$ cat src/rtl/uart_rx_fifo.sv
// uart_rx_fifo: oversampling UART receiver feeding a first-word
// fall-through receive FIFO, with framing / parity / overrun reporting.
// Optional feature macro: UART_RX_PARITY_EN (even parity bit after data).
module uart_rx_fifo #(
  parameter int CLKS_PER_BIT = 16,
  parameter int DATA_BITS    = 8,
  parameter int FIFO_DEPTH   = 4
) (
  input  logic                          clk,
  input  logic                          rst,
  input  logic                          uart_rx,
  output logic [DATA_BITS-1:0]          data_rx,
  output logic                          uart_valid,
  input  logic                          uart_ready,
  output logic [$clog2(FIFO_DEPTH):0]   fifo_level,
  output logic                          frame_err,
  output logic                          parity_err,
  output logic                          overrun
);

  localparam int CW = $clog2(CLKS_PER_BIT);
  localparam int BW = $clog2(DATA_BITS + 1);
  localparam int AW = $clog2(FIFO_DEPTH);
  localparam int LW = AW + 1;

  localparam logic [CW-1:0] CNT_LAST   = CW'(CLKS_PER_BIT - 1);
  localparam logic [CW-1:0] CNT_HALF   = CW'(CLKS_PER_BIT / 2 - 1);
  localparam logic [BW-1:0] BIT_LAST   = BW'(DATA_BITS - 1);
  localparam logic [LW-1:0] LEVEL_FULL = LW'(FIFO_DEPTH);
  localparam logic [1:0]    SETTLE_END = 2'd2;

  typedef enum logic [2:0] {
    S_IDLE,
    S_START,
    S_DATA,
`ifdef UART_RX_PARITY_EN
    S_PARITY,
`endif
    S_STOP
  } state_t;

  // Synchroniser and edge detection
  logic          r_rx_meta;
  logic          r_rx_sync;
  logic          r_rx_prev;
  logic [1:0]    r_settle_cnt;
  logic          r_idle_seen;
  logic          w_fall;

  // Receive FSM and bit datapath
  state_t                r_state;
  state_t                w_state_next;
  logic [CW-1:0]         r_clk_cnt;
  logic [BW-1:0]         r_bit_idx;
  logic [DATA_BITS-1:0]  r_shift;
  logic                  w_half_tick;
  logic                  w_bit_tick;
  logic                  w_cnt_clr;
  logic                  w_take_data;
  logic                  w_take_stop;
  logic                  w_par_bad;

  // Frame result, valid for the single cycle after the stop sample
  logic                  r_word_good;
  logic                  r_frame_err;

  // FIFO
  logic [DATA_BITS-1:0]  r_mem [FIFO_DEPTH];
  logic [AW-1:0]         r_wr_ptr;
  logic [AW-1:0]         r_rd_ptr;
  logic [LW-1:0]         r_level;
  logic                  w_full;
  logic                  w_push;
  logic                  w_pop;

  // Two-flop synchroniser plus a one-clock delayed copy for falling-edge
  // detection. After reset the receiver must see the settled line high
  // before it arms, so a frame interrupted by reset is never joined midway.
  always_ff @(posedge clk) begin
    if (rst) begin
      r_rx_meta    <= 1'b1;
      r_rx_sync    <= 1'b1;
      r_rx_prev    <= 1'b1;
      r_settle_cnt <= 2'd0;
      r_idle_seen  <= 1'b0;
    end else begin
      r_rx_meta <= uart_rx;
      r_rx_sync <= r_rx_meta;
      r_rx_prev <= r_rx_sync;
      if (r_settle_cnt != SETTLE_END) begin
        r_settle_cnt <= r_settle_cnt + 2'd1;
      end
      if ((r_settle_cnt == SETTLE_END) && r_rx_sync) begin
        r_idle_seen <= 1'b1;
      end
    end
  end

  assign w_fall      = r_idle_seen && r_rx_prev && !r_rx_sync;
  assign w_half_tick = (r_clk_cnt == CNT_HALF);
  assign w_bit_tick  = (r_clk_cnt == CNT_LAST);

  // FSM state register
  always_ff @(posedge clk) begin
    if (rst) begin
      r_state <= S_IDLE;
    end else begin
      r_state <= w_state_next;
    end
  end

  // FSM next-state logic
  always_comb begin
    w_state_next = r_state;
    unique case (r_state)
      S_IDLE: begin
        if (w_fall) begin
          w_state_next = S_START;
        end
      end
      S_START: begin
        if (w_half_tick) begin
          w_state_next = r_rx_sync ? S_IDLE : S_DATA;
        end
      end
      S_DATA: begin
        if (w_bit_tick && (r_bit_idx == BIT_LAST)) begin
`ifdef UART_RX_PARITY_EN
          w_state_next = S_PARITY;
`else
          w_state_next = S_STOP;
`endif
        end
      end
`ifdef UART_RX_PARITY_EN
      S_PARITY: begin
        if (w_bit_tick) begin
          w_state_next = S_STOP;
        end
      end
`endif
      S_STOP: begin
        if (w_bit_tick) begin
          w_state_next = S_IDLE;
        end
      end
      default: w_state_next = S_IDLE;
    endcase
  end

`ifdef UART_RX_PARITY_EN
  logic w_take_parity;
`endif

  // FSM outputs: counter restart and sample strobes
  always_comb begin
    w_cnt_clr   = 1'b0;
    w_take_data = 1'b0;
    w_take_stop = 1'b0;
`ifdef UART_RX_PARITY_EN
    w_take_parity = 1'b0;
`endif
    unique case (r_state)
      S_IDLE:   w_cnt_clr = 1'b1;
      S_START:  w_cnt_clr = w_half_tick;
      S_DATA: begin
        w_cnt_clr   = w_bit_tick;
        w_take_data = w_bit_tick;
      end
`ifdef UART_RX_PARITY_EN
      S_PARITY: begin
        w_cnt_clr     = w_bit_tick;
        w_take_parity = w_bit_tick;
      end
`endif
      S_STOP: begin
        w_cnt_clr   = w_bit_tick;
        w_take_stop = w_bit_tick;
      end
      default: w_cnt_clr = 1'b1;
    endcase
  end

  // Bit-clock counter, data bit index and LSB-first shift register.
  // The shift register is left untouched in IDLE so the FIFO can write
  // it in the cycle after the stop sample.
  always_ff @(posedge clk) begin
    if (rst) begin
      r_clk_cnt <= '0;
      r_bit_idx <= '0;
      r_shift   <= '0;
    end else begin
      r_clk_cnt <= w_cnt_clr ? '0 : r_clk_cnt + CW'(1);
      if (w_take_data) begin
        r_shift   <= {r_rx_sync, r_shift[DATA_BITS-1:1]};
        r_bit_idx <= r_bit_idx + BW'(1);
      end else if (r_state != S_DATA) begin
        r_bit_idx <= '0;
      end
    end
  end

`ifdef UART_RX_PARITY_EN
  logic r_par_bit;
  logic r_parity_err;

  // Capture the received parity bit at its mid-bit sample
  always_ff @(posedge clk) begin
    if (rst) begin
      r_par_bit <= 1'b0;
    end else if (w_take_parity) begin
      r_par_bit <= r_rx_sync;
    end
  end

  // Even parity: XOR over data and parity bit must be zero
  assign w_par_bad = ^{r_shift, r_par_bit};

  // Parity error pulse, aligned with the would-be push cycle
  always_ff @(posedge clk) begin
    if (rst) begin
      r_parity_err <= 1'b0;
    end else begin
      r_parity_err <= w_take_stop && w_par_bad;
    end
  end

  assign parity_err = r_parity_err;
`else
  assign w_par_bad  = 1'b0;
  assign parity_err = 1'b0;
`endif

  // Frame verdict at the stop sample; both flags are single-cycle pulses
  always_ff @(posedge clk) begin
    if (rst) begin
      r_word_good <= 1'b0;
      r_frame_err <= 1'b0;
    end else begin
      r_word_good <= w_take_stop && r_rx_sync && !w_par_bad;
      r_frame_err <= w_take_stop && !r_rx_sync;
    end
  end

  assign frame_err = r_frame_err;

  // FIFO control: a full FIFO still accepts a push when a pop frees a slot
  assign w_full  = (r_level == LEVEL_FULL);
  assign w_pop   = uart_valid && uart_ready;
  assign w_push  = r_word_good && (!w_full || w_pop);
  assign overrun = r_word_good && w_full && !w_pop;

  // FIFO storage write
  always_ff @(posedge clk) begin
    if (w_push) begin
      r_mem[r_wr_ptr] <= r_shift;
    end
  end

  // FIFO pointers (natural power-of-two wrap) and occupancy
  always_ff @(posedge clk) begin
    if (rst) begin
      r_wr_ptr <= '0;
      r_rd_ptr <= '0;
      r_level  <= '0;
    end else begin
      if (w_push) begin
        r_wr_ptr <= r_wr_ptr + AW'(1);
      end
      if (w_pop) begin
        r_rd_ptr <= r_rd_ptr + AW'(1);
      end
      unique case ({w_push, w_pop})
        2'b10:   r_level <= r_level + LW'(1);
        2'b01:   r_level <= r_level - LW'(1);
        default: r_level <= r_level;
      endcase
    end
  end

  assign uart_valid = (r_level != '0);
  assign fifo_level = r_level;
  // Head word is forced to zero while empty so it reads 0 out of reset
  assign data_rx    = uart_valid ? r_mem[r_rd_ptr] : '0;

endmodule

$ cat config.mk
export PLATFORM = sky130hd
export DESIGN_NAME = uart_rx_fifo
export DESIGN_NICKNAME = d
export VERILOG_FILES = /design/src/rtl/uart_rx_fifo.sv
export SDC_FILE = /design/constraint.sdc
export NUM_CORES = 1
export LEC_CHECK = 0
export CAP_MARGIN = 20
export CORE_AREA = 2 2 72 74
export DETAILED_ROUTE_END_ITERATION = 10
export DIE_AREA = 0 0 74 76
export PLACE_DENSITY = 0.88
export SYNTH_ARGS = -nofsm -noshare
export SYNTH_HDL_FRONTEND = slang
export SYNTH_SLANG_ARGS = --single-unit
$ cat constraint.sdc
create_clock -name clk -period 5.95 [get_ports clk]
set_clock_uncertainty 0.05 [all_clocks]
set_input_delay 0.595 -clock clk [delete_from_list [all_inputs] [get_ports clk]]
set_output_delay 0.595 -clock clk [all_outputs]
set_load 0.005 [all_outputs]
# [Word-level counts from Yosys, hierarchy flattened]
# Memories as Yosys holds them, arrays and structs flattened. A register that Yosys moved wholly into a read port is not among the register bits.
# Index checks and enable logic that the tools add are counted.
[totals] ramBits=32 register_bits=34 mem_count=1 input_bits=4
[classes] reduce_logical=21 n_addsub=7 eq_ne=16 mux=17
[memory_table] name="r_mem" words=4 word_bits=8 rd=1 rd_ports_with_merged_regs=1 wr=1 line="68" text="logic [DATA_BITS-1:0] r_mem [FIFO_DEPTH];"
[op_table] cell="$mux 3" n=4
[op_table] cell="$pmux 3 s4" n=1
[op_table] cell="$logic_and 1x1->1" n=10
[op_table] cell="$ne 2x2->1 const B" n=5
[op_table] cell="$add 4x1->4 const B" n=2
[op_table] cell="$eq 4x3->1 const B" n=2
[op_table] cell="$mux 4" n=2
[op_table] cell="$mux 8" n=1
[op_table] cell="$add 2x1->2 const B" n=3
[op_table] cell="$eq 3x2->1 const B" n=2
[op_table] cell="$mux 2" n=3
[op_table] cell="$pmux 3 s2" n=1
[op_table] cell="$eq 2x2->1 const B" n=2
[op_table] cell="$eq 4x4->1 const B" n=1
[op_table] cell="$mux 1" n=4
[op_table] cell="$reduce_and 4->1" n=1
[op_table] cell="$reduce_bool 2->1" n=2
[op_table] cell="$reduce_or 2->1" n=2
[op_table] cell="$add 3x1->3 const B" n=1
[op_table] cell="$eq 3x1->1 const B" n=1
[op_table] cell="$eq 3x3->1 const B" n=1
[op_table] cell="$logic_not 1->1" n=3
[op_table] cell="$logic_not 3->1" n=1
[op_table] cell="$ne 3x2->1 const B" n=1
[op_table] cell="other kinds (5)" n=5

# [Longest topological paths before layout]
# Gate-level depths: netlist of the first run.
[depth] word_depth=6 depth_mapped=8 mapped_depth_nobuf=7

# [Worst setup path before layout of the first run]
# No wires, ideal clock.
[synth_timing] kind="register to register" from="register r_level[2], in the netlist fifo_level[2]" to="register r_level[1], in the netlist fifo_level[1]" stages_incl_launch_ff=9 slack_ns=3.763 path_buffers=1 setup_ns=0.095 t_arrival_ns=2.042 path_cell_list="dfxtp_1 -> buf_2 -> nor3_1 -> inv_1 -> nand3_1 -> fa_1 -> inv_1 -> o2111ai_1 -> a221oi_1"
[synth_between] elab_chain_cells=6 elab_cells_between_ends=10
[synth_rtl] item="start, declared" line="71" text="logic [LW-1:0] r_level;"
[synth_rtl] item="start signal, assigned" line="274" text="2'b10: r_level <= r_level + LW'(1);"
[synth_rtl] item="start signal, assigned" line="275" text="2'b01: r_level <= r_level - LW'(1);"
[synth_rtl] item="start signal, assigned" line="276" text="default: r_level <= r_level;"
[synth_rtl] item="$reduce_bool 3->1 (*)" line="281" text="assign uart_valid = (r_level != '0);"
[synth_rtl] item="net uart_valid" line="13" text="output logic uart_valid,"
[synth_rtl] item="$logic_and 1x1->1 (*)" line="249" text="assign w_pop = uart_valid && uart_ready;"
[synth_rtl] item="$logic_or 1x1->1" line="250" text="assign w_push = r_word_good && (!w_full || w_pop);"
[synth_rtl] item="$logic_and 1x1->1" line="250"
[synth_rtl] item="$eq 2x1->1 or $eq 2x2->1 (tied branches)" line="273" text="unique case ({w_push, w_pop})"
[synth_rtl] item="$pmux 3 s2 or $reduce_bool 2->1 (tied branches)"
# Mark *: on every way through the listed nets, which the timed path passes. The rest lies on a longest branch.
# A chain may end at the register's enable or synchronous reset.

# [Worst setup path after layout of the first run]
[layout_timing] from="input uart_ready" to="output overrun"
[layout_between] elab_chain_cells=3
[layout_rtl] item="start, declared" line="14" text="input logic uart_ready,"
[layout_rtl] item="$logic_and 1x1->1" line="249"
[layout_rtl] item="$logic_not 1->1" line="251" text="assign overrun = r_word_good && w_full && !w_pop;"
[layout_rtl] item="$logic_and 1x1->1" line="251"
[layout_rtl] item="end, declared" line="18" text="output logic overrun"
# No other way between the ends.

==> results of run 1 <==
-- layout by cell type, fill, tap and decap left out, types with 2 or more instances in the layout --
master and n:
a21oi_1 14, a31oi_1 2, and2b_1 4, and3_1 7, and4b_1 2, clkbuf_1 2
clkbuf_8 9, clkdlybuf4s50_1 17, clkinv_1 2, dfxtp_1 35, edfxtp_1 32, ha_1 7
inv_1 9, mux4_2 8, nand2_1 2, nand2b_1 3, nand3_1 16, nand3b_1 2
nor2_1 14, nor2b_1 6, nor3_1 4, o2111ai_1 2, o21ai_0 12, o31ai_1 2
or2_2 4, or3_1 2, xnor2_1 2, xor2_1 7
-- flip-flops by register name (all words and copies together) (netlist names), named ones only --
signal / flops
fifo_level: 3
r_clk_cnt: 4
r_word_good: 1
r_rx_sync: 1
r_state: 2
r_bit_idx: 4
r_mem: 32
r_wr_ptr: 2
r_settle_cnt: 2
r_rx_prev: 1
r_idle_seen: 1
r_shift: 8
r_rd_ptr: 2
frame_err: 1
r_rx_meta: 1
-- synth_stat cells (2+ instances only) --
cell / count
a21oi_1: 14
a31oi_1: 2
and2b_1: 4
and3_1: 7
and4b_1: 2
buf_2: 6
clkbuf_1: 7
dfxtp_1: 35
edfxtp_1: 32
ha_1: 7
inv_1: 9
mux4_2: 8
nand2_1: 2
nand2b_1: 3
nand3_1: 16
nand3b_1: 2
nor2_1: 14
nor2b_1: 6
nor3_1: 4
o2111ai_1: 2
o21ai_0: 12
o31ai_1: 2
or2_2: 4
or3_1: 2
xnor2_1: 2
xor2_1: 7
-- report_power, final --
part	leakage [nW]	internal [W]	switching, W
clock	0.0882	0.000188	0.000154
combinational	0.445	0.0000179	0.0000200
sequential	0.579	0.000488	0.00000540
total	1.11	0.000694	0.000180
-- worst paths after layout --
check                       end  slack (ps)  cells past startpoint     startpoint
setup reg to reg  fifo_level[1]        3370                      7  fifo_level[2]
hold / removal        r_rx_sync         360                      1      r_rx_meta
setup / recovery        overrun        2720                      4     uart_ready
hold reg to reg       r_rx_sync         360                      1      r_rx_meta
-- per-stage QoR --
step	hold slack [ps]	power (W)	area, sq um	utilization [%]
finish	361	0.000874	3180	64.7
global route	370	0.000903	3180	64.7
CTS	361	0.000877	3150	64.2
detailed placement	346	0.000540	2980	60.6
global placement	351	0.000536	2980	60.6
floorplan	339	0.000532	2800	-
-- worst max-delay path, cell delays in order --
cell and delay (ps):
clkdlybuf4s50_1 600, or4b_1 660, nor2_1 170, clkdlybuf4s50_1 550
-- cell families after synthesis --
logic type / after synthesis
DFF: 67
other: 1
AOI/OAI and AO/OA: 38
buffers and inverters: 24
and+or+nand+nor: 73
adders and majority gates: 8
muxes: 9
xor gates and xnor gates: 9
-- cell type report --
| cell class | count | area (sq um) |
|---|---|---|
| clock inverters | 4 | 42.5 |
| clock buffers | 11 | 131 |
| inverters | 9 | 33.8 |
| multi-input cells | 138 | 1020 |
| repair buffers | 18 | 198 |
| fillers | 365 | 1730 |
| well taps | 70 | 87.6 |
| flip-flops and latches | 67 | 1660 |
-- metal layers --
layer / global-route usage [%] / up-vias / routed length (um)
li1: - / 857 / -
met3: 3.57 / 11 / 168
met5: 0 / - / 0
met4: 10.4 / 0 / 101
met2: 30.3 / 37 / 2430
met1: 23.1 / 843 / 2150
==> impl_metrics.tcl, run 1 <==
set metrics [dict create \
    yosys_warnings 0 \
    postRouteWirelength_mm 4.84 \
    fin_crit_sh_pct 54.3 \
    finalHoldViolCount 0 \
    criticalPathCategory "in -> out" \
    ys_seq_elements 67 \
    synth_edf_count 32 \
    critPathRequiredTime_ps 5310 \
    cts_max_path_buffers 2 \
    synth_area_sq_um 2800 \
    area_growth_pct 13.7 \
    antenna_found_initial 0 \
    postCtsSetupRepairBufs 0 \
    status "finished, final reports clean" \
    end_kind "output port" \
    clk_pin_slew_worst_paths_ps 70 \
    diodes 0 \
    synth_area_per_cell_sq_um 12.2 \
    place_hpwl_mm 3.21 \
    vdd_ir_drop_max_uv 239 \
    synth-main-ff-cell "dfxtp_1" \
    power_density_nw_per_um2 275 \
    synth_cell_types 44 \
    die_y_um 76 \
    maxCapViolCount 0 \
    synth_top_family_by_area "simple AND/OR/NAND/NOR gates" \
    via_per_inst 5.51 \
    tns_ps 0 \
    core_sq_um 4910 \
    place_ws_ps 2800 \
    synthArstFlopShare_pct 0 \
    cts_hold_buf 0 \
    initialDrtViolationCount 119 \
    cts-resized-gates 0 \
    drv_slew 0 \
    period_minus_slack_ps 3230 \
    syn_nets 241 \
    num-nets-final 255 \
    die_width_um 74 \
    pin_count 19 \
    hold_path.class "reg -> reg" \
    timing.final.ws_setup_ps 2720 \
    dieArea_sq_um 5620 \
    grt_overflow 0 \
    htreeDepth 3 \
    tritoncts "done" \
    drc 0 \
    yosys.area.top_type "edfxtp_1" \
    drive_gt1_share_pct 10.1 \
    grt_max_degree 33 \
    synth_xor_area_share_pct 2.82 \
    worst_slew_pin_slew_ps 987 \
    leakage_nw 1.11 \
    grt_pass1_vias 1689 \
    clock-root-buffer "clkbuf_8" \
    numCtsBuffers 9 \
    std_cell_rows 26 \
    syn_inst 229 \
    rsz0062_at_grt "false" \
    fin_cells 317 \
    drt_first_pass_iters 4 \
    grt_usage_pct 18.7 \
    gp_congestion 0.788 \
    relSlewSlack_pct 33.7 \
    synth-compound-area-share_pct 8.01 \
    synthSimpleGateAreaFrac_pct 15.0 \
    clock.fmax_mhz 310 \
    synth_mux_area_share_pct 6.80 \
    crit_path_start_kind "input pin" \
    grt_first_pass_wirelength_mm 7.88 \
    synth_top_area_share_pct 34.4 \
    crit_fanout 12 \
    ant_nets 0 \
    placed_cells 301 \
    portBuffers 17 \
    setup_viol 0 \
    start_util_pct 56.9 \
    vias 1748 \
    arrival_ps 2590 \
    synth_seq_area_share_pct 59.4 \
    clkLatencyLatePin_ps 340 \
    synthAdderAreaFrac_pct 3.85 \
    wire_per_inst_um 15.3 \
    clock_sinks 67 \
    synth_top_cells_by_area "edfxtp_1 34%, dfxtp_1 25%, mux4_2 6.4%, ha_1 3.1%, nand3_1 2.9%" \
]
Note: power is estimated with default switching activity, not from simulation.
==> inputs of run 2 (changes only) <==
Settings changed: CORE_AREA 2 2 72 74 to 2 2 77 79, DIE_AREA 0 0 74 76 to 0 0 79 81, PLACE_DENSITY 0.88 to 0.83.
Clock period 5.95 ns to 2.92 ns, I/O delays scaled along.
==> impl_metrics.tcl, run 2 (synthesis results as in run 1) <==
set metrics [dict create \
    criticalPathCategory "reg -> out" \
    route.met2.wl_mm 2.41 \
    regMostFlops "r_mem" \
    end_kind "output port" \
    hold_end "r_rx_sync" \
    fin_crit_sh_pct 87.7 \
    htreeDepth 3 \
    cpPeakStageDelay_ps 670 \
    drt_first_pass_iters 4 \
    layout_commonest_cell "dfxtp_1" \
    postCtsSetupRepairBufs 0 \
    design_area_sq_um 3220 \
    cts-resized-gates 0 \
    crit_fanout 8 \
    tns_ps 0 \
    drv_slew 0 \
    route.top_layer_used "met4" \
    setup_viol 0 \
    place_hpwl_mm 3.22 \
    hold_path.class "reg -> reg" \
    relSlewSlack_pct 34.6 \
    clock-root-buffer "clkbuf_8" \
    via_per_inst 5.44 \
    grt_max_degree 19 \
    arrival_ps 2220 \
    num-nets-final 258 \
    area_growth_pct 15.0 \
    switching_power_w 0.000415 \
    die_y_um 81 \
    placed_cells 310 \
    drc 0 \
    slowest_stage "dfxtp_1" \
    cts_hold_buf 0 \
    postRouteWirelength_mm 4.73 \
    die_width_um 79 \
    numCtsBuffers 9 \
    portBuffers 17 \
    grt_pass1_vias 1608 \
    rsz0062_at_grt "false" \
    fin_util_pct 56.7 \
    dieArea_sq_um 6400 \
    postPlaceCellArea_sq_um 3010 \
    p_clk_share_pct 41.4 \
    maxCapViolCount 0 \
    grt_first_pass_wirelength_mm 7.73 \
    reg_top3 "r_mem (32), r_shift (8)" \
    grt_overflow 0 \
    holdCritStartpoint "r_rx_meta" \
    final_cell_mix "35 x dfxtp_1, 32 x edfxtp_1, 17 x clkdlybuf4s50_1, 16 x nand3_1" \
    tritoncts "done" \
    grt_usage_pct 16.3 \
    leakage_nw 1.13 \
    power_density_nw_per_um2 573 \
    intPower_w 0.00143 \
    clkLatencyLatePin_ps 340 \
    core_sq_um 5680 \
    period_minus_slack_ps 2560 \
    seq_power_share_pct 54.6 \
    worstReg2RegStart "fifo_level[1]" \
    start_util_pct 49.3 \
    drive_gt1_share_pct 13.1 \
    pin_count 19 \
    vdd_ir_drop_max_uv 281 \
    diodes 0 \
    largest_reg_flops 32 \
    hold_depth 1 \
    vias 1772 \
    swShare_pct 22.5 \
    r2r_cells 7 \
    std_cell_rows 28 \
    status "finished, final reports clean" \
    worst_slew_pin_slew_ps 973 \
    crit_chain "mux4_2 -> nor2b_1 -> clkdlybuf4s50_1" \
    clock_sinks 67 \
    dr_wl_met3_um 173 \
    gp_congestion 0.800 \
    initialDrtViolationCount 95 \
    r2r_setup_slack_ps 390 \
    combinationalPowerShare_pct 4.0 \
    wire_per_inst_um 14.5 \
    reg2reg_to "fifo_level[1]" \
    clock.fmax_mhz 391 \
    cts_max_path_buffers 2 \
    antenna_found_initial 0 \
    crit_path_start_kind "flop" \
    finalHoldViolCount 0 \
    ant_nets 0 \
    clk_pin_slew_worst_paths_ps 80 \
    critPathRequiredTime_ps 2580 \
    wirelength_met1_mm 2.07 \
    fin_cells 326 \
]
## run 2: changes by cell type in the layout (fill, tap and decap cells not counted), moves of 2 or more
cell      change
clkinv_1      -2
buf_4         +4
clkbuf_1      -2
clkinv_4      +3
## run 2: worst max-delay path by stage
stage	endpoint	depth (start not counted)
floorplan	fifo_level[1]	8
global placement	fifo_level[1]	7
detailed placement	fifo_level[1]	7
CTS	data_rx[1]	3
global route	fifo_level[1]	7
finish	data_rx[4]	3
## run 2: power groups by stage
stage	Sequential [W]	Clock (W)	Combinational (W)
final	0.00100	0.000763	0.0000736
after detailed placement	0.00103	0	0.0000738
after CTS	0.00100	0.000783	0.0000749
after global placement	0.00103	0	0.0000701
after global routing	0.00101	0.000822	0.0000890
after floorplan	0.00102	0	0.0000593
## run 2: final cells by class
cell class                      count  area [sq um]
Fill cell                         490          2460
Sequential cell                    67          1660
Multi-Input combinational cell    138          1020
Timing Repair Buffer               21           200
Clock buffer                        9           124
Tap cell                           75          93.8
Clock inverter                      7          77.6
Inverter                            9          33.8
## run 2: layer usage
metal,track usage (%),vias up
li1,-,866
met1,18.9,865
met2,27.5,33
met3,5.11,8
met4,8.28,0
met5,0,-
## run 2: critical path, delay by kind of cell, from the launching register on
family / cells / cell delay, ps
flip-flops: 1 / 670
buffers and inverters: 1 / 480
AND/OR/NAND/NOR: 1 / 140
multiplexers: 1 / 590
## run 2: per-stage QoR
| stage | setup WS (ps) | power [W] | hold WS, ps |
|---|---|---|---|
| after global routing | 121 | 0.00192 | 381 |
| final | 360 | 0.00184 | 363 |
| after floorplan | 733 | 0.00108 | 339 |
| after CTS | 296 | 0.00186 | 363 |
| after global placement | 546 | 0.00110 | 344 |
| after detailed placement | 387 | 0.00110 | 345 |
==> inputs of run 3 (changes only) <==
Settings changed: SKIP_CTS_REPAIR_TIMING set to 1.
==> results of run 3 <==
No change in the layout: final DEF, timing and power equal those of run 2.
